## config.mk

```make
export PLATFORM = sky130hd
export DESIGN_NAME = adder_chunked_seq_flat
export DESIGN_NICKNAME = d
export VERILOG_FILES = /design/src/rtl/adder_chunked_seq_if.sv /design/src/rtl/adder_chunked_seq.sv /design/src/flat_wrapper.sv
export SDC_FILE = /design/constraint.sdc
export NUM_CORES = 1
export LEC_CHECK = 0
export ABC_AREA = 1
export BUFFER_PORTS_ARGS = -buffer_cell sky130_fd_sc_hd__buf_2
export CAP_MARGIN = 20
export CORE_ASPECT_RATIO = 0.5
export CORE_MARGIN = 3
export CORE_UTILIZATION = 35
export DETAILED_ROUTE_END_ITERATION = 16
export PLACE_DENSITY = 0.5
export SLEW_MARGIN = 20
export SYNTH_ARGS = -nofsm -noshare
export SYNTH_HDL_FRONTEND = slang
export SYNTH_SLANG_ARGS = --single-unit
```

## constraint.sdc

```tcl
create_clock -name clk -period 4.2 [get_ports clk]
set_input_delay 0.84 -clock clk [delete_from_list [all_inputs] [get_ports clk]]
set_output_delay 0.84 -clock clk [all_outputs]
set_load 0.03 [all_outputs]
```

## src/rtl/adder_chunked_seq_if.sv

```systemverilog
// Handshake and operand/result bundle for the chunked sequential adder.
interface adder_chunked_seq_if #(
    parameter int BIT_WIDTH = 16
);
    logic                 start;
    logic [BIT_WIDTH-1:0] a;
    logic [BIT_WIDTH-1:0] b;
    logic                 carry_in;
    logic                 sub;
    logic                 busy;
    logic                 done;
    logic [BIT_WIDTH-1:0] sum;
    logic                 carry_out;
    logic                 overflow;

    modport master (
        output start, a, b, carry_in, sub,
        input  busy, done, sum, carry_out, overflow
    );

    modport slave (
        input  start, a, b, carry_in, sub,
        output busy, done, sum, carry_out, overflow
    );
endinterface

```

## src/rtl/adder_chunked_seq.sv

```systemverilog
// Multi-cycle add/subtract: one CHUNK_WIDTH slice per clock, carry held in a
// register between slices; results are published only when the last slice lands.
module adder_chunked_seq #(
    parameter int BIT_WIDTH   = 16,
    parameter int CHUNK_WIDTH = 4
) (
    input  logic                clk,
    input  logic                rst,
    adder_chunked_seq_if.slave  bus
);
    localparam int NUM_CHUNKS = BIT_WIDTH / CHUNK_WIDTH;
    localparam int KW         = (NUM_CHUNKS > 1) ? $clog2(NUM_CHUNKS) : 1;
    localparam int MSB        = BIT_WIDTH - 1;

    generate
        if (BIT_WIDTH < 2 || CHUNK_WIDTH < 1 || (BIT_WIDTH % CHUNK_WIDTH) != 0) begin : g_bad_params
            $error("adder_chunked_seq: BIT_WIDTH must be >= 2 and a multiple of CHUNK_WIDTH");
        end
    endgenerate

    typedef enum logic {IDLE, RUN} state_e;

    state_e                 state_q, state_d;
    logic [BIT_WIDTH-1:0]   a_q, b_q, acc_q, acc_d;
    logic                   carry_q;
    logic [KW-1:0]          k_q;
    logic [BIT_WIDTH-1:0]   sum_q;
    logic                   carry_out_q, overflow_q, done_q;
    logic                   accept, last;
    logic [CHUNK_WIDTH:0]   slice_full;

    always_ff @(posedge clk) begin
        if (rst) state_q <= IDLE;
        else     state_q <= state_d;
    end

    always_comb begin
        state_d = state_q;
        case (state_q)
            IDLE:    if (bus.start) state_d = RUN;
            RUN:     if (last)      state_d = IDLE;
            default: state_d = IDLE;
        endcase
    end

    always_comb begin
        bus.busy      = (state_q == RUN);
        bus.done      = done_q;
        bus.sum       = sum_q;
        bus.carry_out = carry_out_q;
        bus.overflow  = overflow_q;
    end

    always_comb begin
        accept     = (state_q == IDLE) && bus.start;
        last       = (state_q == RUN) && (k_q == KW'(NUM_CHUNKS - 1));
        slice_full = {1'b0, a_q[k_q*CHUNK_WIDTH +: CHUNK_WIDTH]}
                   + {1'b0, b_q[k_q*CHUNK_WIDTH +: CHUNK_WIDTH]}
                   + (CHUNK_WIDTH+1)'(carry_q);
        acc_d = acc_q;
        acc_d[k_q*CHUNK_WIDTH +: CHUNK_WIDTH] = slice_full[CHUNK_WIDTH-1:0];
    end

    // b is stored already inverted for subtraction so RUN never looks at mode
    always_ff @(posedge clk) begin
        if (rst) begin
            a_q         <= '0;
            b_q         <= '0;
            acc_q       <= '0;
            carry_q     <= 1'b0;
            k_q         <= '0;
            sum_q       <= '0;
            carry_out_q <= 1'b0;
            overflow_q  <= 1'b0;
            done_q      <= 1'b0;
        end else begin
            done_q <= 1'b0;
            if (accept) begin
                a_q     <= bus.a;
                b_q     <= bus.sub ? ~bus.b : bus.b;
                carry_q <= bus.sub ? 1'b1 : bus.carry_in;
                k_q     <= '0;
            end else if (state_q == RUN) begin
                acc_q   <= acc_d;
                carry_q <= slice_full[CHUNK_WIDTH];
                k_q     <= k_q + KW'(1);
                if (last) begin
                    sum_q       <= acc_d;
                    carry_out_q <= slice_full[CHUNK_WIDTH];
                    overflow_q  <= (a_q[MSB] == b_q[MSB]) && (acc_d[MSB] != a_q[MSB]);
                    done_q      <= 1'b1;
                end
            end
        end
    end

    a_ctrl_known: assert property (@(posedge clk) disable iff (rst)
        !$isunknown({bus.start, bus.sub, bus.carry_in}))
        else $error("adder_chunked_seq: X/Z on start, sub or carry_in");

    a_operands_known: assert property (@(posedge clk) disable iff (rst)
        (bus.start && state_q == IDLE) |-> !$isunknown({bus.a, bus.b}))
        else $error("adder_chunked_seq: X/Z on a or b at accepted start");
endmodule

```

## src/flat_wrapper.sv

```systemverilog
// flat-port wrapper written by rule: the top's interface ports become plain ports
module adder_chunked_seq_flat 
#(
    parameter int BIT_WIDTH   = 16,
    parameter int CHUNK_WIDTH = 4
)
  (clk, rst, bus_start, bus_a, bus_b, bus_carry_in, bus_sub, bus_busy, bus_done, bus_sum, bus_carry_out, bus_overflow);
  adder_chunked_seq_if #(.BIT_WIDTH(BIT_WIDTH)) bus_i ();
  input  logic clk;
  input  logic rst;
  input wire logic [$bits(bus_i.start)-1:0] bus_start;
  input wire logic [$bits(bus_i.a)-1:0] bus_a;
  input wire logic [$bits(bus_i.b)-1:0] bus_b;
  input wire logic [$bits(bus_i.carry_in)-1:0] bus_carry_in;
  input wire logic [$bits(bus_i.sub)-1:0] bus_sub;
  output wire logic [$bits(bus_i.busy)-1:0] bus_busy;
  output wire logic [$bits(bus_i.done)-1:0] bus_done;
  output wire logic [$bits(bus_i.sum)-1:0] bus_sum;
  output wire logic [$bits(bus_i.carry_out)-1:0] bus_carry_out;
  output wire logic [$bits(bus_i.overflow)-1:0] bus_overflow;
  assign bus_i.start = bus_start;
  assign bus_i.a = bus_a;
  assign bus_i.b = bus_b;
  assign bus_i.carry_in = bus_carry_in;
  assign bus_i.sub = bus_sub;
  assign bus_busy = bus_i.busy;
  assign bus_done = bus_i.done;
  assign bus_sum = bus_i.sum;
  assign bus_carry_out = bus_i.carry_out;
  assign bus_overflow = bus_i.overflow;
  adder_chunked_seq #(.BIT_WIDTH(BIT_WIDTH), .CHUNK_WIDTH(CHUNK_WIDTH)) u_core (.clk(clk), .rst(rst), .bus(bus_i));
endmodule
```

==> results of run 1 <==
## worst register-to-register path: stages, from the launching register on
cell and delay [ns]:
dfxtp_1 0.38, inv_1 0.34, o21ai_0 0.15, o22ai_1 0.22
fa_1 0.27, inv_1 0.07, fa_1 0.40, xor2_1 0.32
nor3_1 0.11, nand2_1 0.08, o21ai_0 0.10, o21ai_0 0.15
inv_1 0.05
## metal layers
metal	part of all wire (%)	vias to the layer above	global-route usage [%]
met1	55	1170	24.1
met4	1.0	0	4.83
met2	39	51	21.0
li1	-	1453	-
met3	5.2	8	5.04
met5	0	-	0
## area by class of cell
| class | instances | area [µm²] | share of cell area, % |
|---|---|---|---|
| multi-input cells | 273 | 1480 | 38.8 |
| flip-flops and latches | 68 | 1360 | 35.8 |
| repair buffers | 60 | 310 | 8.15 |
| clock buffers | 9 | 225 | 5.92 |
| inverters | 48 | 180 | 4.73 |
| well taps | 112 | 140 | 3.68 |
| clock inverters | 6 | 114 | 2.99 |
## registers in the layout (all words and copies together), names as in the netlist
register / flops
u_core.bus.carry_out: 1
u_core.bus.busy: 1
u_core.acc_q: 13
u_core.carry_q: 1
u_core.bus.done: 1
u_core.bus.sum: 16
u_core.bus.overflow: 1
u_core.b_q: 16
u_core.k_q: 2
u_core.a_q: 16
## cells in the mapped netlist, drive strengths merged
cell | instances | area [µm²]
o21ai | 69 | 349
dfxtp | 68 | 1360
nor2 | 56 | 213
inv | 48 | 180
nand2 | 47 | 179
a21oi | 33 | 165
xnor2 | 17 | 149
buf | 15 | 83.8
clkbuf | 9 | 38.8
ha | 8 | 100
nand3 | 8 | 40.0
o22ai | 8 | 50.1
a22o | 7 | 61.3
nor3 | 7 | 50.1
nand4 | 4 | 25.0
a32oi | 2 | 17.5
fa | 2 | 40.0
o211ai | 2 | 15.0
a22oi | 1 | 7.51
or2 | 1 | 6.26
xor2 | 1 | 8.76
## metrics by stage
| step | utilization [%] | hold slack (ns) | std cells | cell area (µm²) |
|---|---|---|---|---|
| floorplan | - | 0.427 | 413 | 3140 |
| global placement | 41.6 | 0.438 | 561 | 3470 |
| detailed placement | 41.6 | 0.439 | 561 | 3470 |
| CTS | 45.6 | 0.453 | 576 | 3810 |
| global route | 45.6 | 0.467 | 576 | 3810 |
| finish | 45.6 | 0.450 | 576 | 3810 |
## worst paths after layout
| kind | slack [ns] | startpoint | cells past startpoint | endpoint |
|---|---|---|---|---|
| worst max-delay path | 1.46 | u_core.k_q[1] | 12 | u_core.acc_q[6] |
| worst min-delay path | 0.45 | u_core.bus.sum[12] | 2 | u_core.bus.sum[12] |
| worst max register to register | 1.46 | u_core.k_q[1] | 12 | u_core.acc_q[6] |
| worst min register to register | 0.45 | u_core.bus.sum[12] | 2 | u_core.bus.sum[12] |
## logic make-up after synthesis
| group | after synthesis | synth area share (%) |
|---|---|---|
| xor gates and xnor gates | 18 | 5.02 |
| and+or+nand+nor | 123 | 16.3 |
| buffers and inverters | 72 | 9.64 |
| adders and majority gates | 10 | 4.46 |
| AOI/OAI and AO/OA | 122 | 21.2 |
| DFF | 68 | 43.3 |
## power groups by stage
stage | sequential [mW] | clock, mW | combinational [mW]
6_report | 0.704 | 0.854 | 0.235
5_1_grt | 0.709 | 0.904 | 0.268
2_1_floorplan | 0.710 | 0 | 0.175
4_1_cts | 0.704 | 0.873 | 0.236
3_3_place_gp | 0.718 | 0 | 0.235
3_5_place_dp | 0.718 | 0 | 0.234
==> results.md, run 1 <==
* Setup_tns at 0 ns
* Buffers on Ports at 56
* Internal at 1.35 mW
* # Post-CTS Setup Buffers at 0
* Synth warnings at 0
* Outcome: complete, no violations
* Final HPWL DP at roughly 5.5 mm
* Vias/cell at 4.66
* Hold-fix buffers, CTS at 0
* Crit path max fanout at 15
* Final period utilization at 65.1%
* Final antenna diode count at 0
* Clk Latency, worst-skew pair at about 0.33 ns
* Die H at 73.0 µm
* Clock root cell: clkbuf_16
* Fin. Hold Viols at 0
* Power share of the sequential group at 39.3%
* Fmax at ~370 MHz
* Gate power share at 13.1%
* DR DRC count at 0
* Critical path required time at 4.43 ns
* Pwr Total at about 1.8 mW
* Switching portion of total power at 24.9%
* Cells after Synth at 413
* Post_cts resized at 0
* Die Footprint at 10200 µm²
* Initial DRC count at 163
* Critical Path Start Type: register
* Antenna-violating nets left at 0
* Syn avg cell area at 7.60 µm²
* RSZ-0062 raised after global routing: no
* Pre-CTS setup slack at 1.52 ns
* CTS tree: built
* Commonest non-fill, non-tap cell in the layout: dfxtp_1
* Crit path max-delay family: adder cells
* Most frequent cells in the layout: dfxtp_1, o21ai_0, buf_2
* Core Box Area at 8350 µm²
* DR WL/cell at 13.3 µm
* Worst slew margin at just under 60%
* Leak at 1.74 nW
* Area grow syn2layout at 21.2%
* Crit-path slowest cell: fa_1
* Setup ws final at between 1 and 1.5 ns
* Mapped Area at 3140 µm²
* Max-capacitance violation count at 0
* Die Wd at around 140 µm
* Layout cells sized above 1 at 18.1%
* Worst Setup End Kind: register
* Switching power at 447 µW
* Vias at 2682
* Cell Chain, Critical Path: inv_1, o21ai_0, o22ai_1, fa_1, inv_1, fa_1, xor2_1, nor3_1, nand2_1, o21ai_0, o21ai_0, inv_1
* Seq cells post-synth at 68
* Hold Path Class: register to register
* Clock-pin slew on the worst setup and hold paths at 0.06 ns
* H-tree depth at 3
* Largest net degree at the start of global routing at 39
* Filler cells at between 800 and 900
* First-pass GRT wire length at 12.6 mm
* # IOs at 57
* Row count at 23
* VDD IR-drop max at 0.000229 V
* Max Root-Sink Buffers at 2
* Crit path DAT at 2.96 ns
* Setup violators final at 0
* Drt pass-1 iters at 4
* Synth cell types at 32
* GRT Util Overall at 15.9%
* Syn_nets at between 400 and 500
* Total wire length at roughly 7.7 mm
* GP Congestion at 0.772
* Worst clock skew at ~0.0053 ns
* Worst-Margin Slew at 0.631 ns
* Tmin final at roughly 2.7 ns
* Final slew viol count at 0
* Clock sink total at 68
* WP buf/inv at 3
* Grt total ovfl at 0
* Initial Util at a little under two fifths
* Class of the most critical setup path: register to register
* Fin nets at 507
* Vias in the first global route at 2451
* Post-synthesis sequential area ratio at 43.3%
* CTS Buf Count at 9
* Cell Pwr Density at approximately 470 nW/µm²
* Slowest cell delay on critical path at 0.40 ns
* Initial antenna violation count at 0
* Clock network fraction of total power at between 40% and 50%
No activity file was read; power rests on OpenSTA's default activity.
==> inputs of run 2 (changes only) <==
--- a/config.mk
+++ b/config.mk
@@ -12,7 +12,7 @@
 export CORE_MARGIN = 3
 export CORE_UTILIZATION = 35
 export DETAILED_ROUTE_END_ITERATION = 16
-export PLACE_DENSITY = 0.5
+export PLACE_DENSITY = 0.52
 export SLEW_MARGIN = 20
 export SYNTH_ARGS = -nofsm -noshare
 export SYNTH_HDL_FRONTEND = slang
==> constraint.sdc (replaced) <==
create_clock -name clk -period 2.3 [get_ports clk]
set_input_delay 0.46 -clock clk [delete_from_list [all_inputs] [get_ports clk]]
set_output_delay 0.46 -clock clk [all_outputs]
set_load 0.03 [all_outputs]
==> results.md, run 2 (same netlist as run 1, synthesis figures left out) <==
* Outcome: complete, no violations
* Final period utilization at 97.0% (+32 points)
* Worst slew margin at 62.6% (+4.7 points)
* Internal at 2.33 mW (+73%)
* Buffers on Ports at 56 (unchanged)
* Die Wd at 140 µm (unchanged)
* Clock sink total at 68 (unchanged)
* Commonest non-fill, non-tap cell in the layout: dfxtp_1
* Initial DRC count at 192 (+18%)
* Initial Util at 37.6% (unchanged)
* Die Footprint at 10200 µm² (unchanged)
* Die H at 73.0 µm (unchanged)
* GP Congestion at 0.827 (+7.1%)
* Setup violators final at 0 (unchanged)
* Crit path max fanout at 13 (-2)
* Layout cells sized above 1 at 26.2% (+8.1 points)
* Max Root-Sink Buffers at 2 (unchanged)
* Crit-path slowest cell: fa_2
* Final HPWL DP at 5.73 mm (+4.7%)
* Gate power share at 17.6% (+4.5 points)
* Fin. Hold Viols at 0 (unchanged)
* Row count at 23 (unchanged)
* Vias in the first global route at 2611 (+6.5%)
* Largest net degree at the start of global routing at 23 (-41%)
* CTS Buf Count at 9 (unchanged)
* Tmin final at 2.23 ns (-0.505 ns)
* DR DRC count at 0 (unchanged)
* CTS tree: built
* Switching portion of total power at 26.1% (+1.2 points)
* Clock root cell: clkbuf_16
* Area grow syn2layout at 29.4%
* Drt pass-1 iters at 4 (unchanged)
* Worst-Margin Slew at 0.561 ns (-0.0703 ns)
* Fmax at 448 MHz (+23%)
* Vias/cell at 4.70 (+0.91%)
* Critical Path Start Type: register
* # IOs at 57 (unchanged)
* WP buf/inv at 4 (+1)
* Most frequent cells in the layout: dfxtp_1, buf_2, o21ai_0
* Cell Pwr Density at 777 nW/µm² (+65%)
* Power share of the sequential group at 41.0% (+1.7 points)
* Vias at 2824 (+5.3%)
* Critical path required time at 2.58 ns (-1.85 ns)
* Clock-pin slew on the worst setup and hold paths at 0.05 ns (about the same)
* Clk Latency, worst-skew pair at 0.33 ns (about the same)
* Max-capacitance violation count at 0 (unchanged)
* Initial antenna violation count at 0 (unchanged)
* Hold Slack at 0.352 ns (-0.0978 ns)
* Leak at 1.86 nW (+6.9%)
* First-pass GRT wire length at 13.0 mm (+3.3%)
* Final slew viol count at 0 (unchanged)
* VDD IR-drop max at 0.000422 V (+84%)
* Clock network fraction of total power at 41.5% (-6.1 points)
* Worst clock skew at 0.00367 ns (-0.00168 ns)
* Fin nets at 531 (+4.7%)
* Total wire length at 7.89 mm (+2.7%)
* Final instance area at 4060 µm² (+6.7%)
* Antenna-violating nets left at 0 (unchanged)
* H-tree depth at 3 (unchanged)
* Crit path DAT at 2.51 ns (-0.45 ns)
* Core Box Area at 8350 µm² (unchanged)
* DR WL/cell at 13.1 µm (-1.6%)
* Class of the most critical setup path: register to register
* Final antenna diode count at 0 (unchanged)
* GRT Util Overall at 16.3% (+0.44 points)
* Slowest cell delay on critical path at 0.46 ns (+0.06 ns)
* Filler cells at 852 (-2.4%)
* Grt total ovfl at 0 (unchanged)
* RSZ-0062 raised after global routing: yes
* Placed cell area at 3640 µm² (+4.9%)
* Crit path max-delay family: adder cells
* Cell Chain, Critical Path: inv_6, o21ai_2, o22ai_2, fa_2, inv_2, fa_2, nor2_4, inv_2, nor2_2, nand2_1, o21ai_2, o21ai_1, inv_1
* Switching power at 825 µW (+85%)
* Hold Path Class: input pin to register
* Worst Setup End Kind: register
==> run 2: repair_timing <==
item                                   4_1_cts  5_1_grt
buffers inserted                             1        2
setup endpoints to repair                   10       17
hold buffers                                 0        0
gates resized for setup                      9       22
cloned                                       0        1
pin swaps                                    4        8
endpoints found under the hold margin        0        0
==> run 2: power groups by stage <==
stage | registers (mW) | clock network (mW) | logic, mW
2_1_floorplan | 1.30 | 0 | 0.327
3_3_place_gp | 1.31 | 0 | 0.461
3_5_place_dp | 1.31 | 0 | 0.461
4_1_cts | 1.29 | 1.33 | 0.487
5_1_grt | 1.30 | 1.39 | 0.622
6_report | 1.29 | 1.31 | 0.555
==> run 2: per-stage QoR <==
stage | TNS, ns | setup slack (ns) | util (%) | total power, mW | instances
2_1_floorplan | -0.107 | -0.0623 | - | 1.62 | 413
3_3_place_gp | -0.0960 | -0.0416 | 43.6 | 1.77 | 581
3_5_place_dp | -0.215 | -0.0599 | 43.6 | 1.77 | 581
4_1_cts | -0.00548 | -0.00548 | 47.4 | 3.10 | 598
5_1_grt | -0.161 | -0.0403 | 48.7 | 3.31 | 601
6_report | 0 | 0.0690 | 48.7 | 3.15 | 601
==> run 2: tightest hold or removal path, cell delays in order <==
cell    delay, ns
buf_2        0.08
nor2_1       0.03
nor2_1       0.08
==> run 2: worst paths after layout <==
kind | start | end | slack (ns) | cells after the start
max | u_core.k_q[0] | u_core.acc_q[5] | 0.07 | 13
min | bus_a[2] | u_core.a_q[2] | 0.35 | 3
max reg2reg | u_core.k_q[0] | u_core.acc_q[5] | 0.07 | 13
min reg2reg | u_core.bus.sum[15] | u_core.bus.sum[15] | 0.44 | 2
==> run 2: area by class of cell <==
cell class	count	area (µm²)	area share, %
Inverter	48	185	4.56
Multi-Input combinational cell	273	1590	39.1
Tap cell	112	140	3.45
Timing Repair Buffer	84	504	12.4
Clock inverter	2	35.0	0.862
Clock buffer	14	244	6.01
Sequential cell	68	1370	33.6
==> run 2: layer usage <==
metal | routed length (µm) | part of all wire, % | global-route usage (%) | up-vias
met5 | 0 | 0 | 0 | -
met1 | 4200 | 53 | 23.3 | 1261
li1 | - | - | - | 1504
met2 | 3220 | 41 | 22.8 | 45
met4 | 144 | 1.8 | 6.55 | 0
met3 | 327 | 4.1 | 5.17 | 14
